[src/rtl/q_adapt_serial_pkg.sv]
// Shared fixed-point constants and the q_adapt_serial FSM encoding.
package q_adapt_serial_pkg;

  localparam int unsigned FXP_N    = 16;
  localparam int unsigned FXP_FRAC = 8;

  localparam int unsigned ST_W = 2;
  localparam logic [ST_W-1:0] ST_IDLE   = 2'd0;
  localparam logic [ST_W-1:0] ST_SQ     = 2'd1;
  localparam logic [ST_W-1:0] ST_REDUCE = 2'd2;
  localparam logic [ST_W-1:0] ST_UPDATE = 2'd3;

endpackage

[src/rtl/fxp_mul.sv]
// Signed fixed-point multiply with a full-precision 2N-bit product.
module fxp_mul #(
  parameter int unsigned N = 16
) (
  input  logic signed [N-1:0]   i_a,
  input  logic signed [N-1:0]   i_b,
  output logic signed [2*N-1:0] o_p
);

  assign o_p = i_a * i_b;

endmodule

[src/rtl/fxp_sat.sv]
// Signed saturation of an IW-bit value into OW bits.
module fxp_sat #(
  parameter int unsigned IW = 17,
  parameter int unsigned OW = 16
) (
  input  logic [IW-1:0] i_x,
  output logic [OW-1:0] o_y
);

  // Value fits when every bit from the output sign bit upward agrees.
  logic [IW-OW:0] w_hi;
  assign w_hi = i_x[IW-1:OW-1];

  always_comb begin
    if ((&w_hi) || !(|w_hi)) o_y = i_x[OW-1:0];
    else if (i_x[IW-1])      o_y = {1'b1, {(OW-1){1'b0}}};
    else                     o_y = {1'b0, {(OW-1){1'b1}}};
  end

endmodule

[src/rtl/fxp_sub.sv]
// Signed fixed-point subtract with a full-precision N+1-bit result.
module fxp_sub #(
  parameter int unsigned N = 16
) (
  input  logic [N-1:0] i_a,
  input  logic [N-1:0] i_b,
  output logic [N:0]   o_d
);

  assign o_d = {i_a[N-1], i_a} - {i_b[N-1], i_b};

endmodule

[src/rtl/q_adapt_serial.sv]
// Serial adaptive process-noise estimator: one squared difference per cycle,
// reduced to an isotropic or per-axis diagonal, optionally exponentially smoothed.
module q_adapt_serial
  import q_adapt_serial_pkg::*;
#(
  parameter int unsigned N        = FXP_N,
  parameter int unsigned FRAC     = FXP_FRAC,
  parameter int unsigned DIM      = 2,
  parameter int unsigned ALPHA_SH = 0
) (
  input  logic                   clk,
  input  logic                   rst_n,
  input  logic                   start,
  input  logic                   clr,
  input  logic                   mode,
  input  logic [DIM*N-1:0]       x_now,
  input  logic [DIM*N-1:0]       x_prev,
  output logic                   busy,
  output logic                   done,
  output logic [DIM*DIM*N-1:0]   q_flat
);

  localparam int unsigned L  = $clog2(DIM);
  localparam int unsigned AW = N + L;

  logic [ST_W-1:0]  r_state;
  logic [L-1:0]     r_idx;
  logic [DIM*N-1:0] r_now;
  logic [DIM*N-1:0] r_prev;
  logic             r_mode;
  logic [AW-1:0]    r_acc;
  logic             r_first;
  logic             r_done;
  logic [N-1:0]     r_sq   [DIM];
  logic [N-1:0]     r_meas [DIM];
  logic [N-1:0]     r_diag [DIM];

  logic [ST_W-1:0]      w_state_nxt;
  logic                 w_last;
  logic [N-1:0]         w_now_i;
  logic [N-1:0]         w_prev_i;
  logic [N:0]           w_diff;
  logic [N-1:0]         w_d;
  logic signed [2*N-1:0] w_prod;
  logic signed [2*N-1:0] w_prod_sh;
  logic [N-1:0]         w_sq;
  logic [N-1:0]         w_smooth [DIM];

  assign w_now_i  = r_now[r_idx*N +: N];
  assign w_prev_i = r_prev[r_idx*N +: N];
  assign w_last   = (r_idx == L'(DIM - 1));

  fxp_sub #(.N(N)) u_sub (.i_a(w_now_i), .i_b(w_prev_i), .o_d(w_diff));
  fxp_sat #(.IW(N + 1), .OW(N)) u_sat_diff (.i_x(w_diff), .o_y(w_d));
  fxp_mul #(.N(N)) u_mul (.i_a(w_d), .i_b(w_d), .o_p(w_prod));

  assign w_prod_sh = w_prod >>> FRAC;
  fxp_sat #(.IW(2 * N), .OW(N)) u_sat_sq (.i_x(w_prod_sh), .o_y(w_sq));

  for (genvar g = 0; g < DIM; g++) begin : g_axis
    logic signed [N:0] w_delta;
    logic signed [N:0] w_step;
    logic signed [N:0] w_sum;
    assign w_delta = $signed({r_meas[g][N-1], r_meas[g]}) - $signed({r_diag[g][N-1], r_diag[g]});
    assign w_step  = w_delta >>> ALPHA_SH;
    assign w_sum   = $signed({r_diag[g][N-1], r_diag[g]}) + w_step;
    fxp_sat #(.IW(N + 1), .OW(N)) u_sat_smooth (.i_x(w_sum), .o_y(w_smooth[g]));

    for (genvar c = 0; c < DIM; c++) begin : g_col
      if (g == c) begin : g_diag
        assign q_flat[(g*DIM+c)*N +: N] = r_diag[g];
      end else begin : g_off
        assign q_flat[(g*DIM+c)*N +: N] = '0;
      end
    end
  end

  always_comb begin
    w_state_nxt = r_state;
    if (clr) begin
      w_state_nxt = ST_IDLE;
    end else begin
      case (r_state)
        ST_IDLE:   if (start) w_state_nxt = ST_SQ;
        ST_SQ:     if (w_last) w_state_nxt = ST_REDUCE;
        ST_REDUCE: w_state_nxt = ST_UPDATE;
        ST_UPDATE: w_state_nxt = ST_IDLE;
        default:   w_state_nxt = ST_IDLE;
      endcase
    end
  end

  always_ff @(posedge clk or negedge rst_n) begin
    if (!rst_n) begin
      r_state <= ST_IDLE;
      r_idx   <= '0;
      r_now   <= '0;
      r_prev  <= '0;
      r_mode  <= 1'b0;
      r_acc   <= '0;
      r_first <= 1'b0;
      r_done  <= 1'b0;
      for (int i = 0; i < DIM; i++) begin
        r_sq[i]   <= '0;
        r_meas[i] <= '0;
        r_diag[i] <= '0;
      end
    end else begin
      r_state <= w_state_nxt;
      r_done  <= 1'b0;
      if (clr) begin
        r_first <= 1'b0;
        for (int i = 0; i < DIM; i++) r_diag[i] <= '0;
      end else begin
        case (r_state)
          ST_IDLE: begin
            if (start) begin
              r_now  <= x_now;
              r_prev <= x_prev;
              r_mode <= mode;
              r_idx  <= '0;
              r_acc  <= '0;
            end
          end
          ST_SQ: begin
            r_sq[r_idx] <= w_sq;
            r_acc       <= r_acc + AW'(w_sq);
            r_idx       <= r_idx + L'(1);
          end
          ST_REDUCE: begin
            // Isotropic mean: dropping the low L bits divides by DIM.
            for (int i = 0; i < DIM; i++) r_meas[i] <= r_mode ? r_sq[i] : r_acc[L +: N];
          end
          ST_UPDATE: begin
            for (int i = 0; i < DIM; i++) begin
              r_diag[i] <= ((ALPHA_SH == 0) || !r_first) ? r_meas[i] : w_smooth[i];
            end
            r_first <= 1'b1;
            r_done  <= 1'b1;
          end
          default: ;
        endcase
      end
    end
  end

  assign busy = (r_state != ST_IDLE);
  assign done = r_done;

endmodule

[config.mk]
export PLATFORM = sky130hd
export DESIGN_NAME = q_adapt_serial
export DESIGN_NICKNAME = d
export VERILOG_FILES = /design/src/rtl/q_adapt_serial_pkg.sv /design/src/rtl/fxp_mul.sv /design/src/rtl/fxp_sat.sv /design/src/rtl/fxp_sub.sv /design/src/rtl/q_adapt_serial.sv
export SDC_FILE = /design/constraint.sdc
export NUM_CORES = 1
export LEC_CHECK = 0
export BUFFER_PORTS_ARGS = -buffer_cell sky130_fd_sc_hd__buf_2
export CAP_MARGIN = 20
export CORE_ASPECT_RATIO = 1.25
export CORE_MARGIN = 10
export CORE_UTILIZATION = 40
export CTS_BUF_LIST = sky130_fd_sc_hd__clkbuf_8
export CTS_CLUSTER_DIAMETER = 60
export DETAILED_ROUTE_END_ITERATION = 6
export HOLD_SLACK_MARGIN = 0.03
export MAX_ROUTING_LAYER = met4
export SLEW_MARGIN = 20
export SYNTH_ARGS = -nofsm -noshare
export SYNTH_HDL_FRONTEND = slang
export SYNTH_SLANG_ARGS = --single-unit
[constraint.sdc]
create_clock -name clk -period 11.5 [get_ports clk]
set_input_delay 2.3 -clock clk [delete_from_list [all_inputs] [get_ports clk]]
set_output_delay 2.3 -clock clk [all_outputs]
set_load 0.02 [all_outputs]
==> reports/metrics.yaml, run 1 <==
tightestPinTransition_ns: 1.04
max_clock_freq_ghz: 0.0879
fin_nets: 2974
portBuffers: 102
worstSkewPairLatency_ns: 0.49
clock-sinks: 182
clockBufferDepth: 2
grt_max_degree: 103
post-route-min-period_ns: 11.37
dp_cells: 3052
critPathKind: "flop to flop"
worst_hold_path.num_cells: 2
dieArea_sq_um: 56000
rows: 88
ys_warn_count: 0
cp-start-kind: "flop"
r2r-start: "r_idx"
worstPathArrival_ns: 11.79
htreeDepth: 4
syn_inst: 2135
cpPeakStageDelay_ns: 0.54
setup_viol: 0
end_kind: "flop"
grt_antenna_before_repair: 1
r2r_slack_ns: 0.13
syn-cell-area_sq_um: 18800
timing.final.hold_violations: 0
vias: 15658
relSlewSlack: 0.310
syn_avg_cell_area_sq_um: 8.78
viasPerCell: 4.98
max-cap-violations: 0
place_congestion: 0.969
fin_area_sq_um: 23900
routedWlPerCell_microns: 17.2
synth_cell_type_count: 75
grt_overflow: 0
drive_above_1_share: 0.290
path_max_fanout: 9
antenna_left: 0
grtUsageTotal: 0.200
first_global_vias: 16708
ys.flop_type: "dfrtp_1"
ys_ff_latch: 182
hold_buffers: 0
seq_area_frac_synth: 0.243
cp_common_cell: "fa_1"
fin_crit_sh: 0.989
stdcell_count: 3144
first_pass_iters: 5
outcome: "complete, no violations"
numCtsBuffers: 17
cts_tree: "yes"
min-delay-start: "r_now[11]"
async_reset_ff_frac: 1.00
worstPathRequired_ns: 11.91
drt_iter0_markers: 798
syn_to_final_growth_pct: 27.7
final_core_util: 0.518
drv_slew: 0
root_buffer: "clkbuf_8"
critPathSlowestCell: "fa_1"
fp.coreArea_sq_um: 46200
start_util: 0.405
grt_pass1_wl_microns: 85800
reg2reg_to: "r_acc[16]"
wl_microns: 54100
hold_class: "flop to flop"
clock_skew_ns: 0.0231
synth_edf_count: 0
grt_setup_unrepaired: "true"
die_w_microns: 214
drcViolationCount: 0
rr_worst_depth: 56
clk_pin_slew_ns: 0.10
placed_area_sq_um: 22000
ios: 135
worstHoldEndpoint: "r_now[11]"
dieHeight_microns: 262
dp_hpwl_microns: 44300
[layout make-up]
cell class,count,area [sq um]
clock inverter,15,161
tap,585,732
sequential,182,4560
multi-input combinational,1526,13500
fill,4345,22300
inverter,352,1320
timing repair buffer,466,3410
antenna,1,2.50
clock buffer,17,234
[worst max-delay path, delay by kind of cell (launching register included)]
kind / cells / cell delay [ns]
AOI/OAI and AO/OA: 14 / 2.18
xor gates and xnor gates: 1 / 0.24
adders and majority gates: 10 / 4.19
buffers and inverters: 15 / 1.61
DFF: 1 / 0.42
muxes: 2 / 0.42
and+or+nand+nor: 14 / 2.25
[worst max path at each step]
| stage | slack, ns | to | from |
|---|---|---|---|
| 2_1_floorplan | 0.0009 | r_acc[13] | r_idx |
| 3_3_place_gp | -0.41 | r_acc[16] | r_idx |
| 3_5_place_dp | -0.65 | r_acc[14] | r_idx |
| 4_1_cts | 0.002 | r_acc[16] | r_idx |
| 5_1_grt | -0.35 | r_acc[16] | r_idx |
| 6_report | 0.13 | r_acc[16] | r_idx |
[flip-flops by register name, indices dropped and copies added, names as in the netlist]
signal,count
q_flat,32
r_meas,32
r_now,32
r_prev,32
r_sq,32
r_acc,17
r_state,2
done,1
r_idx,1
r_mode,1
[cell usage after synthesis (15+ instances only)]
cell type / instances / share of area
a21o_1: 21 / 0.0084
a21oi_1: 88 / 0.023
buf_4: 33 / 0.013
clkbuf_1: 64 / 0.013
dfrtp_1: 182 / 0.24
fa_1: 235 / 0.25
ha_1: 125 / 0.083
inv_1: 349 / 0.070
mux2_2: 20 / 0.012
mux2i_1: 51 / 0.027
nand2_1: 398 / 0.080
nand3_1: 20 / 0.0053
nor2_1: 163 / 0.033
nor2b_1: 24 / 0.0080
nor3_1: 15 / 0.0040
o21ai_0: 107 / 0.029
o21ai_1: 18 / 0.0048
xnor2_1: 31 / 0.014
xor2_1: 16 / 0.0075
[cells in the final DEF (no fill, tap or decap), types with 16 or more instances in the layout]
| master | synthesis | layout |
|---|---|---|
| buf_2 | 4 | 101 |
| nand3_1 | 20 | 18 |
| buf_4 | 33 | 341 |
| nand2_1 | 398 | 382 |
| o21ai_0 | 107 | 80 |
| a21oi_1 | 88 | 71 |
| xnor2_1 | 31 | 30 |
| o21ai_2 | 0 | 18 |
| dfrtp_1 | 182 | 181 |
| ha_1 | 125 | 102 |
| conb_1 | 1 | 32 |
| a21o_1 | 21 | 19 |
| nor2b_1 | 24 | 21 |
| inv_2 | 1 | 16 |
| fa_2 | 0 | 17 |
| nor2_1 | 163 | 135 |
| mux2_2 | 20 | 18 |
| buf_6 | 1 | 16 |
| mux2i_1 | 51 | 45 |
| nor2_2 | 7 | 26 |
| clkbuf_8 | 0 | 17 |
| fa_1 | 235 | 218 |
| inv_1 | 349 | 336 |
| o21ai_1 | 18 | 27 |
| ha_4 | 0 | 16 |
[routing by layer]
metal | GRT usage | vias up | part of all wire
li1 | - | 7489 | -
met1 | 0.221 | 7744 | 0.39
met2 | 0.363 | 329 | 0.53
met3 | 0.0226 | 96 | 0.039
met4 | 0.0753 | 0 | 0.035
met5 | - | - | 0
[per-stage QoR]
stage / TNS [ns] / hold slack [ns] / setup WS, ns
after floorplan: 0 / 0.440 / 0.000873
after global placement: -1.63 / 0.457 / -0.412
after detailed placement: -3.08 / 0.459 / -0.649
after CTS: 0 / 0.485 / 0.00249
after global routing: -1.24 / 0.513 / -0.352
final: 0 / 0.480 / 0.125
[cell families (layout without fill, tap and decap cells)]
| family | after synthesis | in the layout | synth area share |
|---|---|---|---|
| XOR/XNOR | 47 | 47 | 0.0220 |
| AO/OA/AOI/OAI | 327 | 327 | 0.107 |
| buffers and inverters | 458 | 850 | 0.0990 |
| AND/OR/NAND/NOR | 688 | 688 | 0.154 |
| adder cells (fa/ha/maj) | 360 | 360 | 0.334 |
| other | 1 | 33 | 0.000200 |
| multiplexers | 72 | 72 | 0.0404 |
| flip-flops | 182 | 182 | 0.243 |
[timing repair]
action                                  CTS  global route
resized for setup                        73           193
pin swaps                                28            84
cloned                                    0             1
endpoints found under the setup margin    7             9
buffers inserted                         19            40
Power of run 1 is left out: the tool's default activity adds up to more than one toggle a clock period on the data nets, which glitch-free logic cannot reach.
==> run 2: changes to the inputs <==
--- a/config.mk
+++ b/config.mk
@@ -9,7 +9,7 @@
 export CAP_MARGIN = 20
 export CORE_ASPECT_RATIO = 1.25
 export CORE_MARGIN = 10
-export CORE_UTILIZATION = 40
+export CORE_UTILIZATION = 45
 export CTS_BUF_LIST = sky130_fd_sc_hd__clkbuf_8
 export CTS_CLUSTER_DIAMETER = 60
 export DETAILED_ROUTE_END_ITERATION = 6
==> constraint.sdc (replaced) <==
create_clock -name clk -period 14.6 [get_ports clk]
set_input_delay 2.92 -clock clk [delete_from_list [all_inputs] [get_ports clk]]
set_output_delay 2.92 -clock clk [all_outputs]
set_load 0.02 [all_outputs]
==> run 2 against run 1 <==
  * Via count fell by 7.7%
  * Clock skew shrank 0.0069 ns
  * Worst hold slack worse by 0.00064 ns
  * Sequential share of layout area increased by 3.5 points
  * Maximum frequency down 17%
  * Register-to-register slack gained 0.77 ns
  * Core utilization fell by 2.6 points
  * Clock-buffer cell count unchanged
  * Critical path depth is 4 lower
  * Critical path type unchanged
  * Largest cell class unchanged
==> reports/metrics.yaml, run 2 (synthesis gave the netlist of run 1 again) <==
cpPeakStageDelay_ns: 0.61
met3_length_microns: 2410
end_kind: "flop"
grt_pass1_wl_microns: 80900
wl_met2_microns: 25100
ios: 135
clock-sinks: 182
portBuffers: 102
tightestPinTransition_ns: 1.03
place_congestion: 0.966
worstPathArrival_ns: 14.10
cp-start-kind: "flop"
post-route-min-period_ns: 13.71
clock_skew_ns: 0.0162
clockBufferDepth: 2
first_pass_iters: 5
syn_to_final_growth_pct: 7.73
fin_crit_sh: 0.939
max_clock_freq_ghz: 0.0730
grt_antenna_before_repair: 1
final_cell_mix: "398 x nand2_1, 349 x inv_1, 235 x fa_1"
layout_commonest_cell: "nand2_1"
critPathSlowestCell: "dfrtp_4"
setup_viol: 0
path_max_fanout: 16
outcome: "complete, no violations"
r2r_slack_ns: 0.89
min-delay-start: "r_now[21]"
grt_setup_unrepaired: "false"
rows: 83
drv_slew: 0
fin_tns_setup_ns: 0
relSlewSlack: 0.316
timing.final.hold_violations: 0
root_buffer: "clkbuf_8"
cp-startpoint: "r_idx"
numCtsBuffers: 17
reg2reg_to: "r_acc[16]"
worstPathRequired_ns: 15.00
vias: 14446
dieHeight_microns: 248
wl_microns: 49400
cts_tree: "yes"
die_w_microns: 203
worstHoldEndpoint: "r_now[21]"
drt_iter0_markers: 804
antenna_left: 0
routedWlPerCell_microns: 17.8
rr_worst_depth: 52
clk_pin_slew_ns: 0.09
critPathKind: "flop to flop"
worstSkewPairLatency_ns: 0.48
drive_above_1_share: 0.0977
dp_hpwl_microns: 41300
first_global_vias: 15411
grt_overflow: 0
top_layer_used: "met4"
viasPerCell: 5.21
htreeDepth: 4
grtUsageTotal: 0.208
dieArea_sq_um: 50300
fin_nets: 2637
drcViolationCount: 0
worst_hold_path.num_cells: 2
met1_length_microns: 20100
grt_max_degree: 70
r2r-start: "r_idx"
start_util: 0.456
hold_class: "flop to flop"
max-cap-violations: 0
fp.coreArea_sq_um: 41100
run 2: cell types whose count changed in the layout (fill, tap and decap cells not counted), moves of 18 or more:
cell,delta
nor2_1,+27
nor2_2,-18
o21ai_2,-18
buf_4,-315
ha_1,+22
o21ai_0,+26
run 2: final cells by class:
type,instances,area [sq um]
multi-input cells,1526,12500
repair buffers,129,727
clock inverters,15,196
fillers,3989,20900
diodes,1,2.50
clock buffers,17,234
well taps,552,691
inverters,352,1320
flip-flops and latches,182,4560
run 2: how the worst max path moves through the flow:
stage	endpoint	slack, ns
finish	r_acc[16]	0.89
global route	r_acc[16]	0.008
CTS	r_acc[16]	0.59
detailed placement	r_acc[16]	0.65
global placement	r_acc[16]	0.74
floorplan	r_acc[15]	1.91
run 2: metrics by stage:
step	util	setup WS [ns]	cell area (sq um)	cells	hold slack [ns]
after floorplan	-	1.91	18900	2166	0.440
after global placement	0.480	0.740	19700	2740	0.457
after detailed placement	0.480	0.649	19700	2740	0.463
after CTS	0.491	0.586	20200	2772	0.483
after global routing	0.491	0.00839	20200	2774	0.498
final	0.491	0.895	20200	2774	0.479
run 2: metal layers:
| layer | up-vias | track usage |
|---|---|---|
| li1 | 6822 | - |
| met1 | 7146 | 0.239 |
| met2 | 382 | 0.365 |
| met3 | 96 | 0.0322 |
| met4 | 0 | 0.0738 |
| met5 | - | - |
run 2: critical path: cells and delay by family, from the launching register on:
family,cells,cell delay [ns]
DFF,1,0.61
AOI/OAI and AO/OA,21,4.48
buffers and inverters,10,1.21
and+or+nand+nor,8,2.07
adders and majority gates,11,4.78
xor gates and xnor gates,1,0.20
muxes,1,0.27
run 2: what timing repair did:
action                                  CTS  global route
hold buffers                              0             0
resized for setup                         0             4
endpoints found under the setup margin    0             4
setup buffers                             0             1
Power of run 2 is left out for the same reason.
==> run 3: changes to the inputs <==
==> constraint.sdc (replaced) <==
create_clock -name clk -period 16.85 [get_ports clk]
set_input_delay 3.37 -clock clk [delete_from_list [all_inputs] [get_ports clk]]
set_output_delay 3.37 -clock clk [all_outputs]
set_load 0.02 [all_outputs]
==> run 3 against run 2 <==
  * Worst hold slack improved by 0.00079 ns
  * Routed wire length is 0.53% lower
  * Cell count fell by 0.61%
  * Global-route usage down 0.095 points
  * Clock-buffer cell count grew 2
  * Clock skew grew 0.0017 ns
  * Die area unchanged
  * Maximum frequency is 7.6% lower
==> reports/metrics.yaml, run 3 (synthesis gave the netlist of run 1 again) <==
drt_iter0_markers: 876
first_global_vias: 15024
drive_above_1_share: 0.0894
vias: 14245
start_util: 0.456
die_w_microns: 203
fin_nets: 2621
clock-sinks: 182
hold_buffers: 0
hold_class: "flop to flop"
clock_skew_ns: 0.0179
syn_to_final_growth_pct: 6.89
grt_max_degree: 78
critPathKind: "flop to flop"
drv_slew: 0
ios: 135
fin_crit_sh: 0.880
end_kind: "flop"
worstPathRequired_ns: 17.20
max-cap-violations: 0
critPathSlowestCell: "dfrtp_2"
fp.coreArea_sq_um: 41100
root_buffer: "clkbuf_8"
reg2reg_to: "r_acc[15]"
grt_overflow: 0
cpPeakStageDelay_ns: 0.96
worstHoldEndpoint: "r_prev[9]"
path_max_fanout: 37
worst_hold_path.num_cells: 2
grt_antenna_before_repair: 1
htreeDepth: 4
timing.critical_path.buf_inv: 7
rr_worst_depth: 47
max_clock_freq_ghz: 0.0674
cts_resized: 0
n_fill_cell: 4093
drcViolationCount: 0
setup_viol: 0
antenna_left: 0
clockBufferDepth: 2
dieArea_sq_um: 50300
grt_pass1_wl_microns: 80500
worstPathArrival_ns: 15.18
clk_pin_slew_ns: 0.09
cp-start-kind: "flop"
grt_setup_unrepaired: "false"
routedWlPerCell_microns: 17.8
wl_microns: 49200
timing.final.hold_violations: 0
portBuffers: 102
outcome: "complete, no violations"
critical-path-top-delay-family: "compound AO/OA/AOI/OAI gates"
dieHeight_microns: 248
relSlewSlack: 0.318
first_pass_iters: 5
rows: 83
dp_hpwl_microns: 40700
r2r_slack_ns: 2.02
numCtsBuffers: 17
post_cts_buffers: 0
place_congestion: 0.991
final_cell_mix: "398 x nand2_1, 350 x inv_1, 235 x fa_1"
post-route-min-period_ns: 14.83
worstSkewPairLatency_ns: 0.47
layout_commonest_cell: "nand2_1"
r2r-start: "r_idx"
tightestPinTransition_ns: 1.02
cts_tree: "yes"
min-delay-start: "r_prev[9]"
viasPerCell: 5.17
fin_tns_setup_ns: 0
grtUsageTotal: 0.207
[run 3: final cells by class]
class,instances,area (sq um),share of cell area
flip-flops and latches,182,4560,0.227
repair buffers,113,619,0.0309
clock buffers,19,262,0.0130
inverters,352,1320,0.0659
diodes,1,2.50,0.000125
multi-input cells,1526,12500,0.622
clock inverters,12,129,0.00643
well taps,552,691,0.0345
[run 3: worst max path at each step]
stage / from / end / slack (ns) / depth (start not counted)
floorplan: r_idx / r_acc[15] / 4.16 / 54
global placement: r_idx / r_acc[15] / 2.26 / 47
detailed placement: r_idx / r_acc[15] / 2.08 / 47
CTS: r_idx / r_acc[15] / 2.01 / 47
global route: r_idx / r_acc[15] / 0.80 / 48
finish: r_idx / r_acc[15] / 2.02 / 47
[run 3: per-layer routing]
layer	part of all wire	GRT usage
met3	0.048	0.0247
met2	0.50	0.352
met5	0	-
met1	0.41	0.247
met4	0.040	0.0868
[run 3: tightest hold or removal path: stages (launching register included)]
cell and delay (ns):
dfrtp_1 0.35, nand2_1 0.05, nand2_1 0.06
[run 3: through the flow]
step / std cells / setup slack [ns] / hold WS (ns) / util / area [sq um]
finish: 2757 / 2.02 / 0.480 / 0.487 / 20000
global route: 2757 / 0.798 / 0.499 / 0.487 / 20000
CTS: 2755 / 2.01 / 0.482 / 0.487 / 20000
detailed placement: 2724 / 2.08 / 0.461 / 0.477 / 19600
global placement: 2724 / 2.26 / 0.454 / 0.477 / 19600
floorplan: 2166 / 4.16 / 0.440 / - / 18900
Power of run 3 is left out for the same reason.
